`config.mk`:
```
export PLATFORM = sky130hd
export DESIGN_NAME = mem_access_unit_flat
export DESIGN_NICKNAME = d
export VERILOG_FILES = /design/src/rtl/mem_access_pkg.sv /design/src/rtl/mem_access_if.sv /design/src/rtl/mem_load_align.sv /design/src/rtl/mem_access_unit.sv /design/src/flat_wrapper.sv
export SDC_FILE = /design/constraint.sdc
export NUM_CORES = 1
export LEC_CHECK = 0
export CORE_ASPECT_RATIO = 0.9
export CORE_MARGIN = 4
export CORE_UTILIZATION = 44
export DETAILED_ROUTE_END_ITERATION = 7
export PLACE_DENSITY_LB_ADDON = 0.15
export RECOVER_POWER = 50
export SLEW_MARGIN = 0
export SYNTH_ARGS = -nofsm -noshare
export SYNTH_HDL_FRONTEND = slang
export SYNTH_SLANG_ARGS = --single-unit
```
`constraint.sdc`:
```
create_clock -name clk -period 2.5 [get_ports clk]
set_input_delay 0.375 -clock clk [delete_from_list [all_inputs] [get_ports clk]]
set_output_delay 0.375 -clock clk [all_outputs]
set_load 0.01 [all_outputs]
```
`src/rtl/mem_access_pkg.sv`:
```
// Shared types and constants for the memory-stage access engine:
// FSM state encoding, load/store funct3 codes and access size masks.
package mem_access_pkg;

   typedef enum logic [1:0] {
      ST_IDLE = 2'd0,
      ST_REQ  = 2'd1,
      ST_RSP  = 2'd2,
      ST_DONE = 2'd3
   } mem_state_e;

   localparam logic [2:0] F3_LB  = 3'b000;
   localparam logic [2:0] F3_LH  = 3'b001;
   localparam logic [2:0] F3_LW  = 3'b010;
   localparam logic [2:0] F3_LD  = 3'b011;
   localparam logic [2:0] F3_LBU = 3'b100;
   localparam logic [2:0] F3_LHU = 3'b101;
   localparam logic [2:0] F3_LWU = 3'b110;

   localparam logic [7:0] MASK_B = 8'h01;
   localparam logic [7:0] MASK_H = 8'h03;
   localparam logic [7:0] MASK_W = 8'h0F;
   localparam logic [7:0] MASK_D = 8'hFF;

   // Byte-enable pattern for an access of size funct3[1:0], before lane shifting.
   function automatic logic [7:0] size_mask(input logic [1:0] size);
      case (size)
         2'd0:    size_mask = MASK_B;
         2'd1:    size_mask = MASK_H;
         2'd2:    size_mask = MASK_W;
         default: size_mask = MASK_D;
      endcase
   endfunction

endpackage

```
`src/rtl/mem_access_if.sv`:
```
// Valid/ready data bus between the memory-stage access engine (master)
// and the memory system (slave).
interface mem_access_if #(
   parameter int XLEN = 32
);
   logic              bus_req_valid;
   logic              bus_req_ready;
   logic              bus_req_we;
   logic [XLEN-1:0]   bus_req_addr;
   logic [XLEN-1:0]   bus_req_wdata;
   logic [XLEN/8-1:0] bus_req_wstrb;
   logic              bus_rsp_valid;
   logic [XLEN-1:0]   bus_rsp_rdata;
   logic              bus_rsp_err;

   modport master (
      output bus_req_valid, bus_req_we, bus_req_addr, bus_req_wdata, bus_req_wstrb,
      input  bus_req_ready, bus_rsp_valid, bus_rsp_rdata, bus_rsp_err
   );

   modport slave (
      input  bus_req_valid, bus_req_we, bus_req_addr, bus_req_wdata, bus_req_wstrb,
      output bus_req_ready, bus_rsp_valid, bus_rsp_rdata, bus_rsp_err
   );
endinterface

```
`src/rtl/mem_load_align.sv`:
```
// Combinational load data alignment: moves the addressed bytes down to
// bit 0 and sign- or zero-extends by funct3. Kept separate so a cache
// read path can reuse it.
module mem_load_align
   import mem_access_pkg::*;
#(
   parameter  int XLEN = 32,
   localparam int OFFW = $clog2(XLEN/8)
) (
   input  logic [XLEN-1:0] rdata,
   input  logic [OFFW-1:0] offset,
   input  logic [2:0]      funct3,
   output logic [XLEN-1:0] data
);

   logic [XLEN-1:0] shifted;

   // Shift the addressed bytes to the bottom, then extend to full width.
   always_comb begin
      shifted = rdata >> {offset, 3'b000};
      data    = shifted;
      case (funct3)
         F3_LB:   data = XLEN'($signed(shifted[7:0]));
         F3_LH:   data = XLEN'($signed(shifted[15:0]));
         F3_LW:   data = XLEN'($signed(shifted[31:0]));
         F3_LBU:  data = XLEN'(shifted[7:0]);
         F3_LHU:  data = XLEN'(shifted[15:0]);
         F3_LWU:  data = XLEN'(shifted[31:0]);
         default: data = shifted;
      endcase
   end

endmodule

```
`src/rtl/mem_access_unit.sv`:
```
// Memory-stage data access engine. Checks alignment, runs one valid/ready
// bus transaction per load/store and returns extended load data, holding
// the pipeline through mem_stall while the access is outstanding.
// Optional feature: define MEM_BUS_TIMEOUT_EN to abort bus waits longer
// than TIMEOUT_CYCLES with an access fault.
module mem_access_unit
   import mem_access_pkg::*;
#(
   parameter int XLEN           = 32,
   parameter int TIMEOUT_CYCLES = 255
) (
   input  logic              clk,
   input  logic              reset_n,
   input  logic              ex_valid,
   input  logic              ex_mem_read,
   input  logic              ex_mem_write,
   input  logic [XLEN-1:0]   ex_addr,
   input  logic [XLEN-1:0]   ex_wdata,
   input  logic [2:0]        ex_funct3,
   input  logic              flush,
   mem_access_if.master      bus,
   output logic              mem_stall,
   output logic              done,
   output logic [XLEN-1:0]   load_data,
   output logic              misaligned,
   output logic              access_fault
);

   localparam int OFFW = $clog2(XLEN/8);
   localparam int NB   = XLEN/8;

   if (!(XLEN == 32 || XLEN == 64) || TIMEOUT_CYCLES < 1) begin : g_param_check
      $error("mem_access_unit: XLEN must be 32 or 64 and TIMEOUT_CYCLES at least 1");
   end

   mem_state_e      state, state_nxt;
   logic            req_we_q, rd_q, kill_q, err_q;
   logic [XLEN-1:0] req_addr_q, req_wdata_q;
   logic [NB-1:0]   req_wstrb_q;
   logic [2:0]      funct3_q;
   logic [OFFW-1:0] offset_q;

   logic            is_req, is_mis, is_bad;
   logic [OFFW-1:0] offset;
   logic [15:0]     strb_wide;
   logic [NB-1:0]   wstrb_new;
   logic [XLEN-1:0] wdata_new;
   logic [XLEN-1:0] aligned_load;
   logic            timeout_hit;

   // Decode the EX/MEM slot: request detection, alignment, legality and byte lanes.
   always_comb begin
      is_req = ex_valid & (ex_mem_read | ex_mem_write) & ~flush;
      offset = ex_addr[OFFW-1:0];
      case (ex_funct3[1:0])
         2'd0:    is_mis = 1'b0;
         2'd1:    is_mis = ex_addr[0];
         2'd2:    is_mis = |ex_addr[1:0];
         default: is_mis = |ex_addr[2:0];
      endcase
      is_bad    = (ex_funct3 == 3'b111) ||
                  ((XLEN == 32) && (ex_funct3 == F3_LD || ex_funct3 == F3_LWU));
      strb_wide = 16'(size_mask(ex_funct3[1:0])) << offset;
      wstrb_new = ex_mem_write ? strb_wide[NB-1:0] : '0;
      wdata_new = ex_mem_write ? (ex_wdata << {offset, 3'b000}) : '0;
   end

`ifdef MEM_BUS_TIMEOUT_EN
   localparam int CW = $clog2(TIMEOUT_CYCLES + 1);
   logic [CW-1:0] tmo_cnt;

   // Count cycles spent waiting on the bus; zero again before each new request.
   always_ff @(posedge clk or negedge reset_n) begin
      if (!reset_n)
         tmo_cnt <= '0;
      else if (state == ST_IDLE)
         tmo_cnt <= '0;
      else if (state == ST_REQ || state == ST_RSP)
         tmo_cnt <= tmo_cnt + 1'b1;
   end

   assign timeout_hit = (state == ST_REQ || state == ST_RSP) &&
                        (tmo_cnt >= CW'(TIMEOUT_CYCLES - 1));
`else
   assign timeout_hit = 1'b0;
`endif

   // State register.
   always_ff @(posedge clk or negedge reset_n) begin
      if (!reset_n)
         state <= ST_IDLE;
      else
         state <= state_nxt;
   end

   // Next state plus the stall, completion and exception outputs.
   always_comb begin
      state_nxt    = state;
      mem_stall    = 1'b0;
      done         = 1'b0;
      misaligned   = 1'b0;
      access_fault = 1'b0;
      case (state)
         ST_IDLE: begin
            if (is_req) begin
               if (is_mis)
                  misaligned = 1'b1;
               else if (is_bad)
                  access_fault = 1'b1;
               else begin
                  mem_stall = 1'b1;
                  state_nxt = ST_REQ;
               end
            end
         end
         ST_REQ: begin
            mem_stall = 1'b1;
            if (timeout_hit)
               state_nxt = ST_DONE;
            else if (bus.bus_req_ready)
               state_nxt = ST_RSP;
         end
         ST_RSP: begin
            mem_stall = 1'b1;
            if (timeout_hit || bus.bus_rsp_valid)
               state_nxt = ST_DONE;
         end
         ST_DONE: begin
            done         = ~kill_q;
            access_fault = err_q & ~kill_q;
            state_nxt    = ST_IDLE;
         end
         default: state_nxt = ST_IDLE;
      endcase
   end

   // Latch the bus request when it issues so it stays stable through REQ.
   always_ff @(posedge clk or negedge reset_n) begin
      if (!reset_n) begin
         req_we_q    <= 1'b0;
         rd_q        <= 1'b0;
         req_addr_q  <= '0;
         req_wdata_q <= '0;
         req_wstrb_q <= '0;
         funct3_q    <= '0;
         offset_q    <= '0;
      end else if (state == ST_IDLE && state_nxt == ST_REQ) begin
         req_we_q    <= ex_mem_write;
         rd_q        <= ex_mem_read;
         req_addr_q  <= {ex_addr[XLEN-1:OFFW], {OFFW{1'b0}}};
         req_wdata_q <= wdata_new;
         req_wstrb_q <= wstrb_new;
         funct3_q    <= ex_funct3;
         offset_q    <= offset;
      end
   end

   // Track flush kill and bus error; a faulted or killed load leaves load_data untouched.
   always_ff @(posedge clk or negedge reset_n) begin
      if (!reset_n) begin
         kill_q    <= 1'b0;
         err_q     <= 1'b0;
         load_data <= '0;
      end else if (state == ST_IDLE) begin
         kill_q <= 1'b0;
         err_q  <= 1'b0;
      end else if (state == ST_REQ || state == ST_RSP) begin
         if (flush)
            kill_q <= 1'b1;
         if (timeout_hit)
            err_q <= 1'b1;
         else if (state == ST_RSP && bus.bus_rsp_valid) begin
            err_q <= bus.bus_rsp_err;
            if (rd_q && !kill_q && !flush && !bus.bus_rsp_err)
               load_data <= aligned_load;
         end
      end
   end

   mem_load_align #(.XLEN(XLEN)) u_load_align (
      .rdata  (bus.bus_rsp_rdata),
      .offset (offset_q),
      .funct3 (funct3_q),
      .data   (aligned_load)
   );

   assign bus.bus_req_valid = (state == ST_REQ);
   assign bus.bus_req_we    = req_we_q;
   assign bus.bus_req_addr  = req_addr_q;
   assign bus.bus_req_wdata = req_wdata_q;
   assign bus.bus_req_wstrb = req_wstrb_q;

endmodule

```
`src/flat_wrapper.sv`:
```
// flat-port wrapper written by rule: the top's interface ports become plain ports
module mem_access_unit_flat import mem_access_pkg::*;
#(
   parameter int XLEN           = 32,
   parameter int TIMEOUT_CYCLES = 255
)
  (clk, reset_n, ex_valid, ex_mem_read, ex_mem_write, ex_addr, ex_wdata, ex_funct3, flush, mem_stall, done, load_data, misaligned, access_fault, bus_bus_req_valid, bus_bus_req_we, bus_bus_req_addr, bus_bus_req_wdata, bus_bus_req_wstrb, bus_bus_req_ready, bus_bus_rsp_valid, bus_bus_rsp_rdata, bus_bus_rsp_err);
  mem_access_if #(.XLEN(XLEN)) bus_i ();
  input  logic clk;
  input  logic reset_n;
  input  logic ex_valid;
  input  logic ex_mem_read;
  input  logic ex_mem_write;
  input  logic [XLEN-1:0] ex_addr;
  input  logic [XLEN-1:0] ex_wdata;
  input  logic [2:0] ex_funct3;
  input  logic flush;
  output logic mem_stall;
  output logic done;
  output logic [XLEN-1:0] load_data;
  output logic misaligned;
  output logic access_fault;
  output wire logic [$bits(bus_i.bus_req_valid)-1:0] bus_bus_req_valid;
  output wire logic [$bits(bus_i.bus_req_we)-1:0] bus_bus_req_we;
  output wire logic [$bits(bus_i.bus_req_addr)-1:0] bus_bus_req_addr;
  output wire logic [$bits(bus_i.bus_req_wdata)-1:0] bus_bus_req_wdata;
  output wire logic [$bits(bus_i.bus_req_wstrb)-1:0] bus_bus_req_wstrb;
  input wire logic [$bits(bus_i.bus_req_ready)-1:0] bus_bus_req_ready;
  input wire logic [$bits(bus_i.bus_rsp_valid)-1:0] bus_bus_rsp_valid;
  input wire logic [$bits(bus_i.bus_rsp_rdata)-1:0] bus_bus_rsp_rdata;
  input wire logic [$bits(bus_i.bus_rsp_err)-1:0] bus_bus_rsp_err;
  assign bus_bus_req_valid = bus_i.bus_req_valid;
  assign bus_bus_req_we = bus_i.bus_req_we;
  assign bus_bus_req_addr = bus_i.bus_req_addr;
  assign bus_bus_req_wdata = bus_i.bus_req_wdata;
  assign bus_bus_req_wstrb = bus_i.bus_req_wstrb;
  assign bus_i.bus_req_ready = bus_bus_req_ready;
  assign bus_i.bus_rsp_valid = bus_bus_rsp_valid;
  assign bus_i.bus_rsp_rdata = bus_bus_rsp_rdata;
  assign bus_i.bus_rsp_err = bus_bus_rsp_err;
  mem_access_unit #(.XLEN(XLEN), .TIMEOUT_CYCLES(TIMEOUT_CYCLES)) u_core (.clk(clk), .reset_n(reset_n), .ex_valid(ex_valid), .ex_mem_read(ex_mem_read), .ex_mem_write(ex_mem_write), .ex_addr(ex_addr), .ex_wdata(ex_wdata), .ex_funct3(ex_funct3), .flush(flush), .bus(bus_i), .mem_stall(mem_stall), .done(done), .load_data(load_data), .misaligned(misaligned), .access_fault(access_fault));
endmodule
```
== Word level (Yosys, flattened, before mapping) ==
Cells that the tools add are included.

* Bits in read-only memories: 0
* Register bits after elaboration: 109
* Latch bits: 0
* Bits in writable memories: 0
* Memories kept: 0
* Output and inout bits: 106
* Logic and storage cells: 85
* Input bits: 108

* Bitwise logic cells: 7
* Shift-type cells: 3
* Divide/modulo/power cells: 0
* Order comparisons: 0
* Reductions and logical operators: 23
* Equality and inequality tests: 12
* Add/subtract/negate cells: 0
* $mul: 0
* Mux-type cells: 29

{| class="wikitable"
|+ Operator list
! kind !! count
|-
| case mux 32 bit (4 select lines) || 1
|-
| two-way mux 32 bit || 1
|-
| left shift 32 x 5 -> 32 bit || 1
|-
| >> shifter 32 x 5 -> 32 bit || 1
|-
| case mux 8 bit (3 select lines) || 1
|-
| two-way mux 1 bit || 16
|-
| equality test 3 bit (second input constant) || 4
|-
| two-way mux 2 bit || 5
|-
| case mux 2 bit (4 select lines) || 1
|-
| left shift 8 x 2 -> 4 bit || 1
|-
| equality test 2 x 1 -> 1 bit (second input constant) || 3
|-
| equality test 2 bit (second input constant) || 3
|-
| nonzero test 2 bit || 3
|-
| logical AND 1 bit || 5
|-
| logical NOT 2 bit || 2
|-
| two-way mux 4 bit || 1
|-
| case mux 1 bit (2 select lines) || 2
|-
| AND reduction 2 bit || 2
|-
| AND reduction 4 bit || 1
|-
| OR reduction 2 bit || 2
|-
| bitwise AND 1 bit || 3
|-
| equality test 3 x 1 -> 1 bit (second input constant) || 1
|-
| equality test 3 x 2 -> 1 bit (second input constant) || 1
|-
| logical NOT 1 bit || 3
|-
| other kinds (6) || 10
|}

== Logic depth before layout (Yosys ltp) ==
Gate-level depths: netlist of the first run.

* Word-level depth: 9
* Depth in mapped cells: 8
* Depth with buffers taken out: 6

== Hierarchy ==
A second synthesis of the first run with hierarchy kept.

* Cell total of the unflattened synthesis: 480
* Area, all modules: 5662.9 µm²

{| class="wikitable"
|+ Modules (own cells, without submodules)
! module !! area each (µm²) !! cells an instance !! times used !! seq. area each (µm²)
|-
| mem_access_unit || 4968.5 || 373 || 1 || 2727.6
|-
| mem_load_align || 694.4 || 107 || 1 || 0.0
|}

== Worst setup path after synthesis of the first run ==
No wires, ideal clock.

* Path kind: register to register
* Start point: register u_core.state[0]
* End point: register u_core.load_data[21]
* Clock period less this slack: 2.144 ns
* Arrival: 2.023 ns
* Path buffers: 2
* Required time: 2.379 ns
* Library setup time: 0.121 ns
* Slack: 0.356 ns
* Cell stages (with the launch flop): 9
* Cell sequence: dfrtp_1 inv_1 ha_1 nand4bb_1 or4_1 clkbuf_1 a211oi_4 buf_6 a21oi_1

* Cells in the longest elaborated chain, start to end: 3
* Elaborated cells between the ends (all ways): 7
* Classes of those cells: eq/ne (2); bitwise (1); reduce/logical (4)

{| class="wikitable"
|+ RTL lines
! item !! RTL line !! text
|-
| start: declaration || mem_access_unit.sv:36 || <nowiki>mem_state_e state, state_nxt;</nowiki>
|-
| start signal: assignment || mem_access_unit.sv:93 || <nowiki>state <= state_nxt;</nowiki>
|-
| equality test 2 bit (tied with other cells) || mem_access_unit.sv:167, mem_access_unit.sv:172 ||
|-
| logical AND 1 bit (tied with other cells) || mem_access_unit.sv:172 || <nowiki>else if (state == ST_RSP && bus.bus_rsp_valid) begin</nowiki>
|-
| AND reduction 4 bit (no source line) (*) || - ||
|-
| end signal: assignment || mem_access_unit.sv:175 || <nowiki>load_data <= aligned_load;</nowiki>
|-
| end: declaration || mem_access_unit.sv:24 || <nowiki>output logic [XLEN-1:0] load_data,</nowiki>
|}

Mark *: on every way between the ends. The rest lies on a longest branch, timed or not.
A chain may end at the register's enable or synchronous reset.

== Final worst setup path of the first run ==
* Start point: input port ex_addr[0]
* End point: output port access_fault

* Cells in the longest elaborated chain, start to end: 5
* Elaborated cells between the ends (all ways): 6
* Classes of those cells: mux (4); reduce/logical (2)

{| class="wikitable"
|+ RTL lines
! item !! RTL line !! text
|-
| start: declaration || flat_wrapper.sv:14 || <nowiki>input logic [XLEN-1:0] ex_addr;</nowiki>
|-
| OR reduction 3 bit / OR reduction 2 bit (equally long branches) || mem_access_unit.sv:59, mem_access_unit.sv:58 ||
|-
| case mux 1 bit (3 select lines) (*) || mem_access_unit.sv:55 || <nowiki>case (ex_funct3[1:0])</nowiki>
|-
| two-way mux 1 bit (*) || mem_access_unit.sv:106 || <nowiki>if (is_mis)</nowiki>
|-
| two-way mux 1 bit (*) || mem_access_unit.sv:105 || <nowiki>if (is_req) begin</nowiki>
|-
| case mux 1 bit (2 select lines) (*) || mem_access_unit.sv:103 || <nowiki>case (state)</nowiki>
|-
| end: declaration || flat_wrapper.sv:22 || <nowiki>output logic access_fault;</nowiki>
|}

Marks and branches as above.

==> run summary, run 1 <==
Nets@finish: 819
Drt first pass iters: 4
Vert. Die Dim: 112.5 µm
Vias in the first global route: 4748
Total Die Area: 0.01397 mm²
R2R Path Start: u_core.state[0]$_DFF_PN0_
Initial Util: 45.80%
Outcome: complete, no violations
Clock period minus final worst setup slack: 2.411 ns
Finished Layout Cells: 867
Rows: 37
Final wirelength: 15430 µm
Clock skew: 0.005375 ns
Depth of the CTS H-tree: 3
Clock Tree Buf Depth: 2
Register area share after synthesis: 51.05%
Die width: 124.2 µm
Critical path type: in -> out
Post-synthesis area per instance: 10.73 µm²
Final hold viol count: 0
Synth Register Bits: 109
Placer Congestion: 0.8664
P per Cell Area: 983.7 mW/mm²
Relative slew margins: 8.451%
Tightest Pin Transition: 1.373 ns
Worst path arrival time: 2.04 ns
Hold_buf cts: 0
# port buffers: 211
Worst setup SP type: input pin
CTS Buf Count: 9
Synth Cell Area: 0.005343 mm²
Data required time of the worst path: 2.12 ns
Antenna violations before repair: 0
Total Power Consumption: 7826 µW
DP Worst Slack: -0.2158 ns
First-pass GRT wire length: 24360 µm
Post-synth EDFFs: 0
CP Capture Type: output pin
# IOs: 214
Post-DP HPWL: 11590 µm
Pins over their slew limit: 0
Worst skew pair latency: 0.34 ns
Hold WC Path Type: in -> async
Worst r2r dst: u_core.load_data[12]$_DFFE_PN0P_
Vias per std cell: 5.309
Syn. warnings: 0
Flop2flop setup slack: 0.23 ns
Root Driver: clkbuf_16
Vias: 4603
Synth top cells by count: dfrtp_1, nand2_1, mux2_2, a21oi_1, nor2_1
# DRC: 0
Gr ovfl total: 0
MaxCap Viol Count: 0
VDD IR max: 0.0004665 V
Antenna cells: 0
Final worst path period share: 96.46%
Setup-failing EPs final: 0
Setup ws final: 0.08855 ns
Dpl cells: 850
Core area: 0.01167 mm²
Highest Clock Rate: 414.7 MHz
Post-synth top flop: dfrtp_1
Largest net degree at the start of global routing: 61
Initial DRC count: 336
Detail Route Antenna Nets: 0
Leakage power: 0.003500 µW
Share of the synthesized area in the top cell type: 51.05%
Layout cells sized above 1: 13.92%
Synth cell types: 43
Synth-to-layout area growth: 48.90%
Dominant cell by count in the synthesized netlist: dfrtp_1
Wire per inst: 17.80 µm
Worst reg-to-reg path cell count: 8
TritonCTS clock tree: built
Total track usage: 22.10%
Asr flop ratio synth: 100.0%
Post-Syn Instances: 498
Sink Count: 109
CTS clk-pin slew, worst paths: 0.07 ns
Synth top area cells: dfrtp_1, mux2_2, mux2i_1
Crit-path max FO: 3
Most area-hungry cell type in the Yosys netlist: dfrtp_1
RSZ-0062 raised after global routing: false
==> critical path: stages <==
cell and delay, ns:
clkdlybuf4s50_1 0.45, or2_2 0.34, a22oi_2 0.17, buf_4 0.15
a41oi_1 0.13, nor2_1 0.13, dlygate4sd2_1 0.29
==> where the power goes <==
group	internal [µW]	switching (µW)	total, µW
clock	679	644	1320
sequential	2450	407	2850
combinational	2010	1640	3650
total	5140	2690	7830
==> through the flow <==
step / setup TNS, ns / utilization, % / hold slack, ns / area, µm²
after floorplan: 0 / - / 0.07941 / 5346
after global placement: -0.1318 / 65.83 / 0.4543 / 7680
after detailed placement: -0.3292 / 65.83 / 0.4638 / 7680
after CTS: 0 / 68.34 / 0.09788 / 7973
after global routing: 0 / 68.19 / 0.4722 / 7955
final: 0 / 68.19 / 0.3308 / 7955
==> worst max-delay path by stage <==
stage / startpoint / end / slack (ns) / cells past startpoint
after floorplan: u_core.state[0]$_DFF_PN0_ / u_core.load_data[21]$_DFFE_PN0P_ / 0.36 / 8
after global placement: ex_addr[0] / access_fault / -0.09 / 6
after detailed placement: ex_addr[0] / access_fault / -0.22 / 6
after CTS: ex_funct3[1] / mem_stall / 0.01 / 7
after global routing: ex_addr[0] / access_fault / 0.006 / 7
final: ex_addr[0] / access_fault / 0.09 / 7
==> kinds of logic (layout without fill, tap and decap cells) <==
| family | after synthesis | count (layout) | share of synthesized area, % |
|---|---|---|---|
| flops | 109 | 109 | 51.05 |
| buf+inv | 52 | 264 | 4.262 |
| compound gates | 118 | 118 | 15.34 |
| mux | 85 | 85 | 17.40 |
| simple gates | 128 | 128 | 10.70 |
| other cells | 1 | 2 | 0.07019 |
| fa+ha+maj | 5 | 5 | 1.171 |
==> area by class of cell <==
class / count / area, µm²
clock inverters: 7 / 51.30
repair buffers: 236 / 2303
flip-flops and latches: 109 / 2728
inverters: 12 / 45.04
clock buffers: 9 / 225.2
well taps: 156 / 195.2
fillers: 942 / 3711
multi-input cells: 338 / 2407
==> layer usage <==
metal / share of wire [%] / up-vias / wire length [µm] / global-route usage (%)
met1: 44 / 2216 / 6743 / 29.96
met5: 0 / - / 0 / 0
met3: 7.9 / 13 / 1223 / 5.491
li1: - / 2194 / - / -
met4: 0.81 / 0 / 125 / 4.453
met2: 48 / 180 / 7341 / 36.13
==> layout by cell type, fill, tap and decap left out, types with 12 or more instances in the layout <==
master           count
buf_4               18
inv_1               12
nand2_1             54
nor2_1              42
dlygate4sd3_1       47
a21oi_1             44
o21ai_0             18
mux2_2              53
mux2i_1             31
clkdlybuf4s50_1    161
nor2b_1             14
dfrtp_1            109
a32o_1              27
==> registers in the layout, summed over array words and instances, names as in the netlist <==
register,count
u_core.funct3_q,3
u_core.state,2
u_core.offset_q,2
u_core.bus.bus_req_wdata,32
u_core.kill_q,1
u_core.rd_q,1
u_core.bus.bus_req_we,1
u_core.bus.bus_req_wstrb,4
u_core.load_data,32
u_core.err_q,1
u_core.bus.bus_req_addr,30
==> repair_timing <==
item,CTS,global route
setup buffers,1,0
gates resized for setup,3,1
endpoints found under the setup margin,2,1
pin swaps,1,1
Power figures use the tool's default switching activity.
==> run 2: changes to the inputs <==
CELL_PAD_IN_SITES_DETAIL_PLACEMENT = 1   (was not set)
CELL_PAD_IN_SITES_GLOBAL_PLACEMENT = 2   (was not set)
CORE_UTILIZATION = 26   (was 44)
CTS_CLUSTER_DIAMETER = 100   (was not set)
==> run 2 against run 1 <==
Against the previous run: highest routed layer unchanged; worst hold slack worse by 0.062 ns; non-clock buffer count grew 3; largest power group unchanged; via count shrank 0.26%; die area is 64% higher; sequential power hardly changed; critical path depth fell by 1; combinational power rose by 2%; total power is 4.7% higher; fmax increased by 1.8%; critical endpoint is now misaligned; clock skew up 0.00085 ns; sequential cell count unchanged; count of clock-buffer cells in the layout did not move; critical path type unchanged.
==> run summary, run 2 (synthesis results as in run 1) <==
Root Driver: clkbuf_16
Setup ws final: 0.1304 ns (+0.04184 ns)
MaxCap Viol Count: 0 (unchanged)
Tightest Pin Transition: 1.263 ns (-0.1104 ns)
Depth of the CTS H-tree: 3 (unchanged)
VDD IR max: 0.0003425 V (-27%)
Data required time of the worst path: 2.12 ns (about the same)
Setup-failing EPs final: 0 (unchanged)
Commonest non-fill, non-tap cell in the layout: clkdlybuf4s50_1
CP Capture Type: output pin
TritonCTS clock tree: built
Vias per std cell: 4.728 (-11%)
Clock skew: 0.006220 ns (+0.0008454 ns)
Clock Tree Buf Depth: 2 (unchanged)
Post-layout util: 40.69% (-28 points)
Hold WC Path Type: in -> async
CTS clk-pin slew, worst paths: 0.08 ns (about the same)
Highest Clock Rate: 422.0 MHz (+1.8%)
Rows: 49 (+32%)
DP Worst Slack: -0.1637 ns (+0.05203 ns)
Placer Congestion: 0.7824 (-9.7%)
Most frequent cells in the layout: clkdlybuf4s50_1, dfrtp_1, nand2_1
Wire per inst: 19.28 µm (+8.3%)
Crit-path max FO: 3 (unchanged)
Vias in the first global route: 4970 (+4.7%)
Gr ovfl total: 0 (unchanged)
Antenna violations before repair: 0 (unchanged)
Initial DRC count: 231 (-31%)
Final hold viol count: 0 (unchanged)
Worst setup SP type: input pin
# IOs: 214 (unchanged)
Drt first pass iters: 5 (+1)
Synth-to-layout area growth: 53.14%
Initial Util: 26.57% (-19 points)
Critical path type: in -> out
Largest net degree at the start of global routing: 61 (unchanged)
# port buffers: 211 (unchanged)
Total track usage: 16.13% (-6.0 points)
Die width: 159.1 µm (+28%)
Worst reg-to-reg path cell count: 8 (unchanged)
Clock period minus final worst setup slack: 2.370 ns (-0.04184 ns)
Final wirelength: 18730 µm (+21%)
RSZ-0062 raised after global routing: false
Leakage power: 0.003558 µW (+1.7%)
P per Cell Area: 1001 mW/mm² (+1.8%)
Post-DP HPWL: 14110 µm (+22%)
Finished Layout Cells: 971 (+12%)
R2R Path Start: u_core.state[1]$_DFF_PN0_
Vias: 4591 (-0.26%)
Sink Count: 109 (unchanged)
Final worst path period share: 94.78% (-1.7 points)
# DRC: 0 (unchanged)
Worst r2r dst: u_core.load_data[9]$_DFFE_PN0P_
Dpl cells: 951 (+12%)
Worst skew pair latency: 0.35 ns (about the same)
Flop2flop setup slack: 0.23 ns (about the same)
Core area: 0.02011 mm² (+72%)
First-pass GRT wire length: 29240 µm (+20%)
Nets@finish: 822 (+0.37%)
Pins over their slew limit: 0 (unchanged)
Relative slew margins: 15.81% (+7.4 points)
CTS Buf Count: 9 (unchanged)
Detail Route Antenna Nets: 0 (unchanged)
Vert. Die Dim: 144.0 µm (+28%)
Outcome: complete, no violations
Worst path arrival time: 1.99 ns (-0.05 ns)
Layout cells sized above 1: 14.57% (+0.64 points)
Total Die Area: 0.02291 mm² (+64%)
[run 2: cell types whose count changed in the layout (fill, tap and decap cells not counted), sizes merged]
| cell | previous run | this run |
|---|---|---|
| inv | 13 | 15 |
| bufinv | 0 | 2 |
| clkinvlp | 2 | 1 |
| dlygate4sd3 | 47 | 48 |
| clkinv | 4 | 1 |
| diode | 0 | 2 |
| clkdlybuf4s50 | 161 | 160 |
| buf | 20 | 24 |
| clkbuf | 15 | 14 |
[run 2: worst max-delay path by stage]
stage / end / cells after the start / start
after floorplan: u_core.load_data[21]$_DFFE_PN0P_ / 8 / u_core.state[0]$_DFF_PN0_
after detailed placement: access_fault / 6 / ex_addr[0]
final: misaligned / 6 / ex_addr[0]
after global placement: access_fault / 6 / ex_addr[0]
after CTS: mem_stall / 6 / ex_funct3[0]
after global routing: misaligned / 6 / u_core.state[1]$_DFF_PN0_
[run 2: where the power goes]
group          internal [µW]  leakage (µW)  switching, µW
registers               2450       0.00141            413
logic                   2020       0.00198           1710
clock network            895      0.000159            703
total                   5360       0.00356           2830
[run 2: layout make-up]
| class | count | area (µm²) |
|---|---|---|
| fill | 2208 | 11930 |
| sequential | 109 | 2729 |
| multi-input combinational | 338 | 2407 |
| timing repair buffer | 239 | 2346 |
| tap | 255 | 319.1 |
| clock buffer | 9 | 225.2 |
| clock inverter | 7 | 105.1 |
| inverter | 12 | 45.04 |
| antenna | 2 | 5.005 |
[run 2: worst max-delay path, cell delays in order]
cell             delay, ns
clkdlybuf4s50_1       0.44
or2_2                 0.33
a22oi_2               0.19
buf_4                 0.15
nor2_1                0.04
clkdlybuf4s50_1       0.47
[run 2: through the flow]
step / setup TNS [ns] / area (µm²) / total power [µW] / hold WS (ns)
floorplan: 0 / 5346 / 4703 / 0.07941
global placement: -0.2344 / 7844 / 6736 / 0.4452
detailed placement: -0.3076 / 7844 / 6838 / 0.4500
CTS: 0 / 8198 / 8499 / 0.05978
global route: 0 / 8177 / 8745 / 0.3995
finish: 0 / 8182 / 8190 / 0.2689
[run 2: layer usage]
layer / GRT usage (%) / part of all wire [%]
met4: 3.379 / 0.99
met5: 0 / 0
met1: 22.68 / 47
met3: 3.591 / 5.2
met2: 25.82 / 47
[run 2: timing repair]
item / 4_1_cts / 5_1_grt
hold buffers: 0 / 0
pin swaps: 1 / 0
resized for setup: 3 / 3
endpoints found under the setup margin: 2 / 10
setup buffers: 2 / 0
==> run 3: changes to the inputs <==
==> constraint.sdc (replaced) <==
create_clock -name clk -period 2.5 [get_ports clk]
set_input_delay 0.5 -clock clk [delete_from_list [all_inputs] [get_ports clk]]
set_output_delay 0.5 -clock clk [all_outputs]
set_load 0.01 [all_outputs]
==> run 3 against run 2 <==
Against the previous run: the run now ends with capacitance limit, slew limit left; first-iteration DRC count down 18%; largest cell class unchanged; critical path type unchanged; clock skew up 0.0024 ns; count of clock-buffer cells in the layout up 1; sequential share of layout area down 0.16 points; register-to-register slack about the same; critical endpoint unchanged.
==> run summary, run 3 (synthesis results as in run 1) <==
Nets@finish: 828 (+0.73%)
Seq. cell area: 0.002728 mm² (about the same)
Commonest non-fill, non-tap cell in the layout: clkdlybuf4s50_1
CP Capture Type: output pin
Initial DRC count: 189 (-18%)
MaxCap Viol Count: 1 (+1)
Detail Route Antenna Nets: 0 (unchanged)
Clock skew: 0.008627 ns (+0.002407 ns)
# IOs: 214 (unchanged)
Post-route design area: 0.008217 mm² (+0.43%)
Depth of the CTS H-tree: 3 (unchanged)
Setup-failing EPs final: 0 (unchanged)
First-pass GRT wire length: 29100 µm (-0.45%)
Worst setup SP type: input pin
Hold WC Path Type: reg -> reg
P per Cell Area: 984.4 mW/mm² (-1.7%)
Antenna violations before repair: 0 (unchanged)
Total Die Area: 0.02291 mm² (unchanged)
Final wirelength: 18540 µm (-0.97%)
Relative slew margins: -12.77% (-29 points)
Vias per std cell: 4.798 (+1.5%)
Final worst path period share: 97.37% (+2.6 points)
Crit-path max FO: 3 (unchanged)
Outcome: finished with violations
CTS Buf Count: 9 (unchanged)
RSZ-0062 raised after global routing: false
Vias: 4678 (+1.9%)
Clock period minus final worst setup slack: 2.434 ns (+0.06458 ns)
Total track usage: 16.02% (-0.11 points)
Wire per inst: 19.02 µm (-1.4%)
Multi-input gate area: 0.002409 mm² (about the same)
Clock Tree Buf Depth: 2 (unchanged)
Layout cells sized above 1: 15.56% (+0.99 points)
Rows: 49 (unchanged)
Failing checks: capacitance limit, slew limit
Setup TNS: 0 ns (unchanged)
Fillers: 2214 (+0.27%)
Placer Congestion: 0.8091 (+3.4%)
VDD IR max: 0.0004095 V (+20%)
Hold_buf cts: 0 (unchanged)
Worst path arrival time: 1.93 ns (-0.06 ns)
# DRC: 0 (unchanged)
CTS clk-pin slew, worst paths: 0.07 ns (about the same)
Most frequent cells in the layout: clkdlybuf4s50_1, dfrtp_1, nand2_1
# port buffers: 211 (unchanged)
Placed Area: 0.007886 mm² (+0.54%)
Core area: 0.02011 mm² (unchanged)
Antenna cells: 0 (-2)
Pins over their slew limit: 28 (+28)
Leakage power: 0.003575 µW (+0.47%)
Highest Clock Rate: 410.8 MHz (-2.7%)
DP Worst Slack: -0.4285 ns (-0.2648 ns)
Root Driver: clkbuf_16
Initial Util: 26.57% (unchanged)
Sink Count: 109 (unchanged)
Tightest Pin Transition: 1.692 ns (+0.4287 ns)
Die width: 159.1 µm (unchanged)
Data required time of the worst path: 2.00 ns (-0.12 ns)
Gr ovfl total: 0 (unchanged)
Drt first pass iters: 4 (-1)
Largest net degree at the start of global routing: 72 (+18%)
TritonCTS clock tree: built
Setup ws final: 0.06581 ns (-0.06458 ns)
Critical path type: in -> out
Worst skew pair latency: 0.35 ns (about the same)
Post-DP HPWL: 13890 µm (-1.6%)
Vert. Die Dim: 144.0 µm (unchanged)
Synth-to-layout area growth: 53.79%
Final hold viol count: 0 (unchanged)
Vias in the first global route: 4921 (-0.99%)
-- run 3: cell count changes in the layout (fill, tap and decap cells not counted), moves of 2 or more --
cell	change
dlygate4sd2_1	+2
buf_4	+7
buf_12	+2
diode_2	-2
-- run 3: repair_timing --
action                     CTS  global route
gates resized for setup      7             3
setup endpoints to repair    3             8
pin swaps                    1             2
hold endpoints to repair     0             0
buffers inserted             3             1
-- run 3: final timing paths --
kind,startpoint,endpoint,slack [ns],cells after the start
worst max register to register,u_core.state[1]$_DFF_PN0_,u_core.load_data[9]$_DFFE_PN0P_,0.24,8
min in group asynchronous,reset_n,u_core.load_data[28]$_DFFE_PN0P_,0.57,1
worst max-delay path,ex_addr[1],misaligned,0.07,7
worst min register to register,u_core.load_data[7]$_DFFE_PN0P_,u_core.load_data[7]$_DFFE_PN0P_,0.47,2
worst min-delay path,u_core.load_data[7]$_DFFE_PN0P_,u_core.load_data[7]$_DFFE_PN0P_,0.47,2
max in group asynchronous,reset_n,u_core.bus.bus_req_addr[13]$_DFFE_PN0P_,0.58,2
-- run 3: final cells by class --
type | instances | share of cell area [%]
clock buffer | 10 | 2.908
inverter | 12 | 0.5482
sequential | 109 | 33.20
multi-input combinational | 338 | 29.31
clock inverter | 6 | 0.8375
timing repair buffer | 245 | 29.31
tap | 255 | 3.883
-- run 3: critical path, stage by stage --
cell,delay (ns)
clkdlybuf4s50_1,0.41
or2_2,0.30
a22oi_2,0.17
buf_4,0.15
buf_4,0.10
nor2_1,0.03
dlygate4sd2_1,0.27
-- run 3: metrics by stage --
stage          total power, µW  hold WS [ns]  std cells  util, %
6_report                  8089        0.4699        975    40.86
5_1_grt                   8654        0.5143        975    40.86
4_1_cts                   8375       0.06752        974    40.87
3_5_place_dp              6832        0.4590        955    39.22
3_3_place_gp              6727        0.4548        955    39.22
2_1_floorplan             4703        0.2044        499        -
-- run 3: per-layer routing --
metal | global-route usage [%] | wire (µm) | vias up
met1 | 22.63 | 8912 | 2321
met2 | 25.46 | 8574 | 129
met5 | 0 | 0 | -
li1 | - | - | 2216
met3 | 3.762 | 890 | 12
met4 | 3.105 | 167 | 0
-- run 3: report_power, final --
part	internal, µW	total (µW)	switching (µW)
Clock	813	1500	686
Combinational	2030	3730	1710
Sequential	2450	2860	412
Total	5290	8090	2800
